$ cat config.mk
export PLATFORM = sky130hd
export DESIGN_NAME = fir_coeff_ctrl
export DESIGN_NICKNAME = d
export VERILOG_FILES = /design/src/rtl/fir_pkg.sv /design/src/rtl/fir_coeff_bank.sv /design/src/rtl/fir_coeff_ctrl.sv
export SDC_FILE = /design/constraint.sdc
export NUM_CORES = 1
export LEC_CHECK = 0
export ABC_AREA = 1
export CAP_MARGIN = 30
export CORE_UTILIZATION = 30
export DETAILED_ROUTE_END_ITERATION = 7
export GPL_ROUTABILITY_DRIVEN = 0
export PLACE_DENSITY_LB_ADDON = 0.25
export REMOVE_ABC_BUFFERS = 1
export SLEW_MARGIN = 20
export SYNTH_ARGS = -nofsm -noshare
export SYNTH_HDL_FRONTEND = slang
export SYNTH_SLANG_ARGS = --single-unit
$ cat constraint.sdc
create_clock -name CLK -period 10.9 [get_ports CLK]
set_input_delay 2.18 -clock CLK [delete_from_list [all_inputs] [get_ports CLK]]
set_output_delay 2.18 -clock CLK [all_outputs]
set_load 0.01 [all_outputs]
$ cat src/rtl/fir_pkg.sv
// Shared constants, state encoding and bus-slice helper for the FIR coefficient controller.
package fir_pkg;
    localparam int          N1        = 8;
    localparam int          CW        = 8;
    localparam int          AW        = 3;
    localparam int          FW        = 4;
    localparam logic [7:0]  DEF_COEFF = 8'h10;
    localparam logic [7:0]  MAX_WAIT  = 8'd255;

    typedef enum logic {
        IDLE = 1'b0,
        PEND = 1'b1
    } state_t;

    typedef logic [CW-1:0] coeff_t;
    typedef logic [FW-1:0] fill_t;
endpackage

`define FIR_TAP(bus, k) bus[(k)*fir_pkg::CW +: fir_pkg::CW]

$ cat src/rtl/fir_coeff_bank.sv
// Shadow and active coefficient register banks; the swap moves all taps on one edge.
module fir_coeff_bank
    import fir_pkg::*;
(
    input  logic              CLK,
    input  logic              RST,
    input  logic              i_wr_en,
    input  logic [AW-1:0]     i_wr_addr,
    input  logic [CW-1:0]     i_wr_data,
    input  logic              i_swap,
    output logic [N1*CW-1:0]  o_coeff_bus
);
    coeff_t r_shadow [N1];
    coeff_t r_active [N1];

    // Shadow bank takes host writes; active bank only changes on a swap.
    always_ff @(posedge CLK or posedge RST) begin
        if (RST) begin
            for (int k = 0; k < N1; k++) begin
                r_shadow[k] <= DEF_COEFF;
                r_active[k] <= DEF_COEFF;
            end
        end else begin
            if (i_wr_en) begin
                r_shadow[i_wr_addr] <= i_wr_data;
            end
            if (i_swap) begin
                for (int k = 0; k < N1; k++) begin
                    r_active[k] <= r_shadow[k];
                end
            end
        end
    end

    for (genvar k = 0; k < N1; k++) begin : g_tap
        assign `FIR_TAP(o_coeff_bus, k) = r_active[k];
    end
endmodule

$ cat src/rtl/fir_coeff_ctrl.sv
// FIR coefficient controller: commit FSM, forced-swap timeout, sample enable and fill tracking.
module fir_coeff_ctrl
    import fir_pkg::*;
(
    input  logic              CLK,
    input  logic              RST,
    input  logic              SAMPLE_STB,
    output logic              ENABLE,
    input  logic              wr_valid,
    output logic              wr_ready,
    input  logic [AW-1:0]     wr_addr,
    input  logic [CW-1:0]     wr_data,
    input  logic              commit_req,
    output logic              commit_busy,
    output logic [N1*CW-1:0]  coeff_bus,
    output logic              out_valid,
    output logic              swap_forced
);
    state_t     r_state;
    logic [7:0] r_wait_cnt;
    fill_t      r_fill_cnt;
    logic       r_enable;
    logic       r_out_valid;
    logic       r_swap_forced;

    state_t     w_state_nxt;
    logic [7:0] w_wait_nxt;
    fill_t      w_fill_nxt;
    logic       w_swap;
    logic       w_force;
    logic       w_wr_en;

    assign w_wr_en     = wr_valid & (r_state == IDLE);
    assign wr_ready    = (r_state == IDLE);
    assign commit_busy = (r_state == PEND);
    assign ENABLE      = r_enable;
    assign out_valid   = r_out_valid;
    assign swap_forced = r_swap_forced;

    // Commit sequencing: wait for a quiet cycle (no strobe, no enable) or time out.
    always_comb begin
        w_state_nxt = r_state;
        w_wait_nxt  = r_wait_cnt;
        w_swap      = 1'b0;
        w_force     = 1'b0;
        case (r_state)
            IDLE: begin
                if (commit_req) begin
                    w_state_nxt = PEND;
                    w_wait_nxt  = 8'd0;
                end else begin
                    w_state_nxt = IDLE;
                end
            end
            PEND: begin
                if (!SAMPLE_STB && !r_enable) begin
                    w_swap      = 1'b1;
                    w_state_nxt = IDLE;
                end else if (r_wait_cnt == MAX_WAIT) begin
                    w_swap      = 1'b1;
                    w_force     = 1'b1;
                    w_state_nxt = IDLE;
                end else begin
                    w_wait_nxt  = r_wait_cnt + 8'd1;
                end
            end
            default: begin
                w_state_nxt = IDLE;
                w_wait_nxt  = 8'd0;
            end
        endcase
    end

    // Delay-line fill count saturates at the tap count; swaps leave it alone.
    always_comb begin
        if (r_enable && (r_fill_cnt != FW'(N1))) begin
            w_fill_nxt = r_fill_cnt + 4'd1;
        end else begin
            w_fill_nxt = r_fill_cnt;
        end
    end

    // State, counters and registered status outputs.
    always_ff @(posedge CLK or posedge RST) begin
        if (RST) begin
            r_state       <= IDLE;
            r_wait_cnt    <= 8'd0;
            r_fill_cnt    <= 4'd0;
            r_enable      <= 1'b0;
            r_out_valid   <= 1'b0;
            r_swap_forced <= 1'b0;
        end else begin
            r_state       <= w_state_nxt;
            r_wait_cnt    <= w_wait_nxt;
            r_fill_cnt    <= w_fill_nxt;
            r_enable      <= SAMPLE_STB;
            r_out_valid   <= (w_fill_nxt == FW'(N1));
            r_swap_forced <= r_swap_forced | w_force;
        end
    end

    fir_coeff_bank u_bank (
        .CLK         (CLK),
        .RST         (RST),
        .i_wr_en     (w_wr_en),
        .i_wr_addr   (wr_addr),
        .i_wr_data   (wr_data),
        .i_swap      (w_swap),
        .o_coeff_bus (coeff_bus)
    );
endmodule
==> metrics.txt, run 1 <==
Cell Chain, Critical Path=clkdlybuf4s50_1 > nor2_1 > nand2_1 > nand2_2 > inv_2 > buf_4 > o21ai_0; Tmin final=4.363 ns; Detailed Route WL=12950 µm; n_diodes=0; CTS tree=built; worst vdd ir=0.1238 mV; CTS resizes=0; crit share post-route=40.03%; I/O pin count=85; fmax=229.2 MHz; die area=19350 µm²; largest cells by area after synthesis=dfrtp_1 (57%), nand2_1 (17%), dfstp_2 (7.5%); CP peak stage delay=0.57 ns; Setup crit end kind=flip-flop; Internal Power=1.456 mW; CTS max path bufs=2; worst hold-check path type=reg -> reg; P per Cell Area=281.5 nW/µm²; max-cap violation count=0; antenna violations before repair=0; die width=139.1 µm; root buffer cell=clkbuf_16; clk sinks=144; Slew headroom=49.36%; Worst Path Required=11.16 ns; crit start category=input pin; EDFF count, synth=0; Net Sw Frac=29.31%; Synth cell types=25; largest net degree at the start of global routing=84; nets@finish=706; failing checks=DRC; Clock Power Share=30.7%; drt pass-1 iters=8; first-pass GRT wire length=21190 µm; CTS Hold Bufs=0; vias in the first global route=4233; Post-CTS Setup Bufs=0; logic gate share of total power=26.3%; Clock Skews=0.008907 ns; num rows=49; total number of vias=4153; Iter 0 DRT Violations=227; Sequential Power Share=43.0%; drt via density=4.470; Worst Path Buf+Inv=3; critical path's slowest cell=buf_4; Routed Antenna Nets=0; Synth top area share=56.79%; Finish-stage setup viols=0; setup_tns=0 ns; commonest register cell after synthesis=dfrtp_1; synthesized area=5640 µm²; Initial Util=30.98%; Arr. time, crit path=4.63 ns; Fin. Hold Viols=0; port bufs=84; Ys Warns=0; Post-Place Cell Area=6665 µm²; post-synthesis register bit count=144; post-route cell area=7317 µm²; Mean Syn Cell Area=9.354 µm²; Pleak=3.469 nW; RSZ-0062 raised after global routing=false; status=finished with violations; cell taking the most area after synthesis=dfrtp_1; register area share after synthesis=64.24%; clock slew at reported path FFs=0.06 ns; share of async-settable or async-resettable flops after synthesis=100.0%; area grow syn2layout=29.72%; gr ovfl total=0; Pins Over Slew Limit=0; aggregate global-route resource usage=14.20%; CP delay by family, top=buffers and inverters; share of cells above drive strength 1=9.714%; highest net fanout along the worst path=60; Synth Instances=603; DIE HEIGHT=139.1 µm; switching pwr=0.6036 mW; Residual DRC=6; CP Class=in -> reg; worst skew pair latency=0.41 ns; core area=18210 µm²; # H-tree levels=4; hpwl dp=8727 µm; worst-margin pin slew=0.7568 ns; WL/cell=13.93 µm; CTS buffer count=17
## power by group through the flow
stage	Clock, mW	Combinational (mW)	Sequential [mW]
detailed placement	0	0.550	0.893
floorplan	0	0.206	0.914
finish	0.632	0.542	0.885
global placement	0	0.530	0.892
CTS	0.647	0.553	0.888
global route	0.671	0.606	0.913
## logic make-up (layout without fill, tap and decap cells)
| group | count (synthesis) | after routing | synth area share (%) |
|---|---|---|---|
| flip-flops | 144 | 144 | 64.24 |
| AO/OA/AOI/OAI | 97 | 97 | 8.762 |
| AND/OR/NAND/NOR | 290 | 290 | 20.96 |
| buffers and inverters | 69 | 166 | 5.368 |
| adder cells (fa/ha/maj) | 3 | 3 | 0.6656 |
## placed cells by master, fill, tap and decap left out, types with 9 or more instances in the layout
cell type          n
o21ai_1           18
nand3_1            9
dfstp_2           16
o21ai_0           76
clkbuf_16         17
dfrtp_1          128
inv_1             45
nand2_1          250
clkdlybuf4s50_1   84
nor2_1            10
## area by class of cell
class	instances	area [µm²]
fill	1781	10890
sequential	144	3623
multi-input combinational	390	1714
timing repair buffer	86	855.8
clock buffer	19	442.9
tap	229	286.5
clock inverter	13	209.0
inverter	48	185.2
## cells in the mapped netlist, types with 3 or more instances
cell     number
dfstp_2      16
nand2_2       3
inv_1        46
dfrtp_1     128
o21ai_1      18
nor2_2        4
o21ai_0      76
ha_1          3
nand4_1       4
buf_2        16
buf_6         3
nor2_1       10
nand2_1     250
nand3_2       4
nand3_1       9
## per-stage QoR
step / power [mW] / worst slack [ns] / cells / util (%) / hold WS (ns)
3_5_place_dp: 1.443 / 6.079 / 897 / 36.60 / 0.4559
4_1_cts: 2.088 / 6.502 / 929 / 40.18 / 0.4651
5_1_grt: 2.190 / 6.288 / 929 / 40.18 / 0.4858
2_1_floorplan: 1.120 / 4.880 / 582 / - / 0.4481
6_report: 2.059 / 6.537 / 929 / 40.18 / 0.4610
3_3_place_gp: 1.422 / 6.191 / 897 / 36.60 / 0.4577
## path summary, 6_finish.rpt
check	slack, ns	cells after the start	end	startpoint
worst max register to register	8.03	8	u_bank.o_coeff_bus[27]$_DFFE_PP0P_	r_wait_cnt[0]$_DFFE_PP0P_
max in group asynchronous	7.36	3	u_bank.o_coeff_bus[33]$_DFFE_PP0P_	RST
worst min-delay path	0.46	2	u_bank.o_coeff_bus[4]$_DFFE_PP1P_	u_bank.o_coeff_bus[4]$_DFFE_PP1P_
worst min register to register	0.46	2	u_bank.o_coeff_bus[4]$_DFFE_PP1P_	u_bank.o_coeff_bus[4]$_DFFE_PP1P_
min in group asynchronous	2.27	2	u_bank.o_coeff_bus[27]$_DFFE_PP0P_	RST
worst max-delay path	6.54	7	u_bank.o_coeff_bus[27]$_DFFE_PP0P_	SAMPLE_STB
## worst min-delay path: cells and delay by family, from the launching register on
kind / cells / cell delay (ns)
AND/OR/NAND/NOR: 2 / 0.09
flip-flops: 1 / 0.37
## routing by layer
| metal | routed length, µm | GRT usage, % |
|---|---|---|
| met1 | 6113 | 17.45 |
| met2 | 6102 | 23.29 |
| met3 | 512 | 3.660 |
| met4 | 216 | 6.842 |
| met5 | 0 | 0 |
## state kept, by name, indices dropped and copies added (netlist names)
register / flops
u_bank.o_coeff_bus: 64
u_bank.r_shadow: 64
r_wait_cnt: 8
ENABLE: 1
out_valid: 1
r_fill_cnt: 4
commit_busy: 1
swap_forced: 1
Note: power is estimated with default switching activity, not from simulation.
==> run 2: changes to the inputs <==
==> constraint.sdc (replaced) <==
create_clock -name CLK -period 3.89 [get_ports CLK]
set_input_delay 0.778 -clock CLK [delete_from_list [all_inputs] [get_ports CLK]]
set_output_delay 0.778 -clock CLK [all_outputs]
set_load 0.01 [all_outputs]
==> metrics.txt, run 2 (same netlist as run 1, synthesis figures left out) <==
FF-to-FF path depth=8 (unchanged); worst vdd ir=0.3302 mV (+170%); highest net fanout along the worst path=8 (-87%); drt pass-1 iters=7 (-1); clk sinks=144 (unchanged); CTS resizes=0 (unchanged); logic gate share of total power=26.9% (+0.6 points); area grow syn2layout=29.48%; share of cells above drive strength 1=10.11% (+0.40 points); max-cap violation count=0 (unchanged); clock slew at reported path FFs=0.06 ns (about the same); Slew headroom=52.48% (+3.1 points); Iter 0 DRT Violations=244 (+7.5%); r2r setup slk=1.84 ns (-6.19 ns); die area=19350 µm² (unchanged); switching pwr=1.689 mW (+180%); CTS buffer count=17 (unchanged); root buffer cell=clkbuf_16; commonest non-fill, non-tap cells in the layout=nand2_1 (250), dfrtp_1 (128), clkdlybuf4s50_1 (84); CTS tree=built; Fin. Hold Viols=0 (unchanged); die width=139.1 µm (unchanged); Finish-stage setup viols=0 (unchanged); Net Sw Frac=30.09% (+0.78 points); Worst Path Required=3.11 ns (-8.05 ns); hpwl dp=8502 µm (-2.6%); Post-Place Cell Area=6705 µm² (+0.60%); total number of vias=4188 (+0.84%); nets@finish=708 (+0.28%); first-pass GRT wire length=21110 µm (-0.35%); Reg-to-Reg Start=r_wait_cnt[0]$_DFFE_PP0P_; Detailed Route WL=12760 µm (-1.4%); Tmin final=2.374 ns; crit share post-route=61.02%; Sequential Power Share=44.2% (+1.2 points); worst-margin pin slew=0.7128 ns (-0.04402 ns); gr ovfl total=0 (unchanged); aggregate global-route resource usage=14.10% (-0.099 points); n_diodes=0 (unchanged); hold path depth=2 (unchanged); CP Class=reg -> out; hold endpoint=u_bank.o_coeff_bus[20]$_DFFE_PP1P_; Initial Util=30.98% (unchanged); # H-tree levels=4 (unchanged); Arr. time, crit path=1.60 ns (-3.03 ns); worst hold-check path type=reg -> reg; antenna violations before repair=0 (unchanged); Clock Power Share=29.0% (-1.7 points); fmax=421.3 MHz; port bufs=84 (unchanged); Routed Antenna Nets=0 (unchanged); R2R Path End=u_bank.o_coeff_bus[25]$_DFFE_PP0P_; dpl ws=1.189 ns (-4.890 ns); largest net degree at the start of global routing=68 (-19%); Clock Skews=0.006390 ns (-0.002517 ns); P per Cell Area=768.5 nW/µm² (+170%); Post-CTS Setup Bufs=0 (unchanged); Internal Power=3.924 mW (+170%); I/O pin count=85 (unchanged); RSZ-0062 raised after global routing=false; failing checks=DRC; num rows=49 (unchanged); Pins Over Slew Limit=0 (unchanged); Final Worst Setup Slack=1.516 ns (-5.020 ns); WL/cell=13.71 µm (-1.6%); Worst Hold Launch=u_bank.o_coeff_bus[20]$_DFFE_PP1P_; Pleak=3.464 nW (-0.13%); vias in the first global route=4148 (-2.0%); Setup crit end kind=output pin; Residual DRC=6 (unchanged); drt via density=4.498 (+0.63%); CTS max path bufs=2 (unchanged); core area=18210 µm² (unchanged); DIE HEIGHT=139.1 µm (unchanged); CTS Hold Bufs=0 (unchanged); most common cell after layout, fill and taps aside=nand2_1; post-route cell area=7303 µm² (-0.19%); worst skew pair latency=0.42 ns (about the same); status=finished with violations; crit start category=flip-flop
run 2: cell types whose count changed in the layout (fill, tap and decap cells not counted):
cell        delta
bufinv_16      -3
buf_12         +2
clkbuf_8       +2
clkbuf_1       -1
clkinv_2       +1
clkinvlp_4     +1
run 2: area by class of cell:
cell class | count | area (µm²)
Sequential cell | 144 | 3623
Timing Repair Buffer | 88 | 895.9
Clock buffer | 20 | 466.7
Fill cell | 1795 | 10910
Clock inverter | 12 | 131.4
Tap cell | 229 | 286.5
Inverter | 48 | 185.2
Multi-Input combinational cell | 390 | 1714
run 2: worst max-delay path by stage:
stage | from | end | slack, ns | cells after the start
2_1_floorplan | RST | ENABLE$_DFF_PP0_ | -0.73 | 1
3_3_place_gp | wr_addr[2] | u_bank.r_shadow[52]$_DFFE_PP1P_ | 1.26 | 4
3_5_place_dp | wr_addr[2] | u_bank.r_shadow[54]$_DFFE_PP0P_ | 1.19 | 4
4_1_cts | commit_busy$_DFF_PP0_ | wr_ready | 1.49 | 2
5_1_grt | commit_busy$_DFF_PP0_ | wr_ready | 1.45 | 2
6_report | commit_busy$_DFF_PP0_ | wr_ready | 1.52 | 2
run 2: per-stage QoR:
step	power (mW)	util, %	hold slack [ns]	setup TNS, ns	instances
detailed placement	4.030	36.82	0.4612	0	899
floorplan	3.139	-	0.4481	-93.16	582
finish	5.613	40.11	0.4647	0	931
global route	5.963	40.11	0.4804	0	931
global placement	3.976	36.82	0.4619	0	899
CTS	5.691	40.11	0.4719	0	931
run 2: critical path, stage by stage (launching register included):
cell             delay, ns
dfrtp_1               0.47
inv_2                 0.15
clkdlybuf4s50_1       0.55
run 2: routing by layer:
metal | share of wire [%] | up-vias | track usage [%]
li1 | - | 2068 | -
met1 | 48 | 2015 | 17.83
met2 | 48 | 92 | 23.10
met3 | 3.4 | 13 | 2.970
met4 | 1.4 | 0 | 6.667
met5 | 0 | - | 0
run 2: power groups by stage:
stage	logic [mW]	registers [mW]	clock network (mW)
floorplan	0.577	2.56	0
global placement	1.48	2.49	0
detailed placement	1.53	2.50	0
CTS	1.54	2.48	1.67
global route	1.69	2.56	1.72
finish	1.51	2.48	1.63
==> run 3: changes to the inputs <==
==> constraint.sdc (replaced) <==
create_clock -name CLK -period 2.4 [get_ports CLK]
set_input_delay 0.48 -clock CLK [delete_from_list [all_inputs] [get_ports CLK]]
set_output_delay 0.48 -clock CLK [all_outputs]
set_load 0.01 [all_outputs]
==> metrics.txt, run 3 (same netlist as run 1, synthesis figures left out) <==
Net Sw Frac=28.68% (-1.4 points); DIE HEIGHT=139.1 µm (unchanged); Detailed Route WL=12910 µm (+1.1%); max-cap violation count=0 (unchanged); Setup crit end kind=output pin; root buffer cell=clkbuf_16; clk sinks=144 (unchanged); Initial Util=30.98% (unchanged); crit share post-route=86.58%; GR Util met3=2.970% (unchanged); status=finished with violations; num rows=49 (unchanged); met2 Use GR=23.55% (+0.45 points); core area=18210 µm² (unchanged); switching pwr=2.694 mW (+60%); share of cells above drive strength 1=10.70% (+0.59 points); highest net fanout along the worst path=8 (unchanged); Iter 0 DRT Violations=266 (+9.0%); drt pass-1 iters=6 (-1); CTS buffer count=17 (unchanged); aggregate global-route resource usage=14.30% (+0.20 points); # H-tree levels=4 (unchanged); worst-margin pin slew=0.4984 ns (-0.2144 ns); worst skew pair latency=0.41 ns (about the same); first-pass GRT wire length=21620 µm (+2.4%); Arr. time, crit path=1.60 ns (about the same); CP Class=reg -> out; worst hold-check path type=reg -> reg; Clock Power Share=31.0% (+2.0 points); Cell Chain, Critical Path=inv_2 > clkdlybuf4s50_1; Residual DRC=6 (unchanged); clock slew at reported path FFs=0.06 ns (about the same); CP peak stage delay=0.56 ns (about the same); hpwl dp=8761 µm (+3.0%); Slew headroom=66.77% (+14 points); CP delay by family, top=buffers and inverters; Post-CTS Setup Bufs=0 (unchanged); P per Cell Area=1263 nW/µm² (+64%); dpl ws=0.4481 ns (-0.7407 ns); Post-Place Cell Area=6785 µm² (+1.2%); I/O pin count=85 (unchanged); failing checks=DRC; CTS resizes=0 (unchanged); WL/cell=13.75 µm (+0.28%); Pins Over Slew Limit=0 (unchanged); RSZ-0062 raised after global routing=false; n_diodes=0 (unchanged); nets@finish=717 (+1.3%); CTS tree=built; area grow syn2layout=31.81%; Worst Path Buf+Inv=2 (unchanged); Routed Antenna Nets=0 (unchanged); total number of vias=4216 (+0.67%); Worst Path Required=1.92 ns (-1.19 ns); worst vdd ir=0.4874 mV (+48%); vias in the first global route=4225 (+1.9%); commonest non-fill, non-tap cells in the layout=nand2_1 (250), dfrtp_1 (128), clkdlybuf4s50_1 (84); Clock Skews=0.008902 ns (+0.002512 ns); most common cell after layout, fill and taps aside=nand2_1; antenna violations before repair=0 (unchanged); drt via density=4.490 (-0.19%); crit start category=flip-flop; Top Usage Layer GRT=met2; area of the multi-input gates=1714 µm² (unchanged); CTS max path bufs=2 (unchanged); logic gate share of total power=26.2% (-0.7 points); gr ovfl total=0 (unchanged); Fin. Hold Viols=0 (unchanged); die width=139.1 µm (unchanged); critical path's slowest cell=clkdlybuf4s50_1; total chip power=9.393 mW (+67%); Pleak=3.546 nW (+2.4%); largest net degree at the start of global routing=60 (-12%); die area=19350 µm² (unchanged); CTS Hold Bufs=0 (unchanged); fmax=481.2 MHz; Internal Power=6.699 mW (+71%); Tmin final=2.078 ns; GR Layer Usage met1=18.29% (+0.46 points); Filler Cells Inserted=1763 (-1.8%); Final Worst Setup Slack=0.3221 ns (-1.194 ns); Register Area=3623 µm² (unchanged); Finish-stage setup viols=0 (unchanged); port bufs=84 (unchanged); Sequential Power Share=42.8% (-1.4 points); post-route cell area=7435 µm² (+1.8%)
run 3: cell count changes in the layout (fill, tap and decap cells not counted), sizes merged:
cell | previous run | this run
bufinv | 2 | 6
clkinv | 4 | 5
inv | 50 | 48
buf | 4 | 13
clkinvlp | 4 | 0
run 3: final timing paths:
| path | startpoint | slack (ns) | to | cells past startpoint |
|---|---|---|---|---|
| worst max-delay path | commit_busy$_DFF_PP0_ | 0.32 | wr_ready | 2 |
| worst min-delay path | u_bank.o_coeff_bus[4]$_DFFE_PP1P_ | 0.46 | u_bank.o_coeff_bus[4]$_DFFE_PP1P_ | 2 |
| worst max register to register | r_wait_cnt[0]$_DFFE_PP0P_ | 0.68 | u_bank.o_coeff_bus[21]$_DFFE_PP0P_ | 8 |
| worst min register to register | u_bank.o_coeff_bus[4]$_DFFE_PP1P_ | 0.46 | u_bank.o_coeff_bus[4]$_DFFE_PP1P_ | 2 |
| max in group asynchronous | RST | 1.26 | u_bank.r_shadow[28]$_DFFE_PP1P_ | 3 |
| min in group asynchronous | RST | 0.48 | u_bank.o_coeff_bus[27]$_DFFE_PP0P_ | 2 |
run 3: routing by layer:
metal | part of all wire, % | routed length (µm)
met2 | 47 | 6073
met5 | 0 | 0
met1 | 47 | 6104
met4 | 1.6 | 204
met3 | 4.1 | 525
run 3: layout make-up:
type,instances,area share (%)
clock buffer,20,5.873
clock inverter,11,2.861
inverter,48,2.491
multi-input combinational,390,23.06
sequential,144,48.74
tap,229,3.854
timing repair buffer,97,13.13
run 3: power groups by stage:
stage / clock, mW / combinational, mW / sequential [mW]
floorplan: 0 / 0.936 / 4.15
detailed placement: 0 / 2.49 / 4.06
global placement: 0 / 2.42 / 4.04
finish: 2.92 / 2.46 / 4.02
global route: 3.08 / 2.77 / 4.14
CTS: 2.98 / 2.50 / 4.03
run 3: worst reg2reg max path, stage by stage (launching register included):
cell     delay [ns]
dfrtp_1        0.39
ha_1           0.18
nand2_1        0.12
nor2_2         0.18
nand3_2        0.11
nand2_2        0.08
buf_4          0.36
nand2_1        0.15
nand2_1        0.09
run 3: through the flow:
stage	util, %	hold slack [ns]	TNS [ns]	instances
2_1_floorplan	-	0.4481	-259.70	582
3_3_place_gp	37.26	0.4569	0	908
3_5_place_dp	37.26	0.4573	0	908
4_1_cts	40.83	0.4663	0	939
5_1_grt	40.83	0.4805	0	939
6_report	40.83	0.4632	0	939
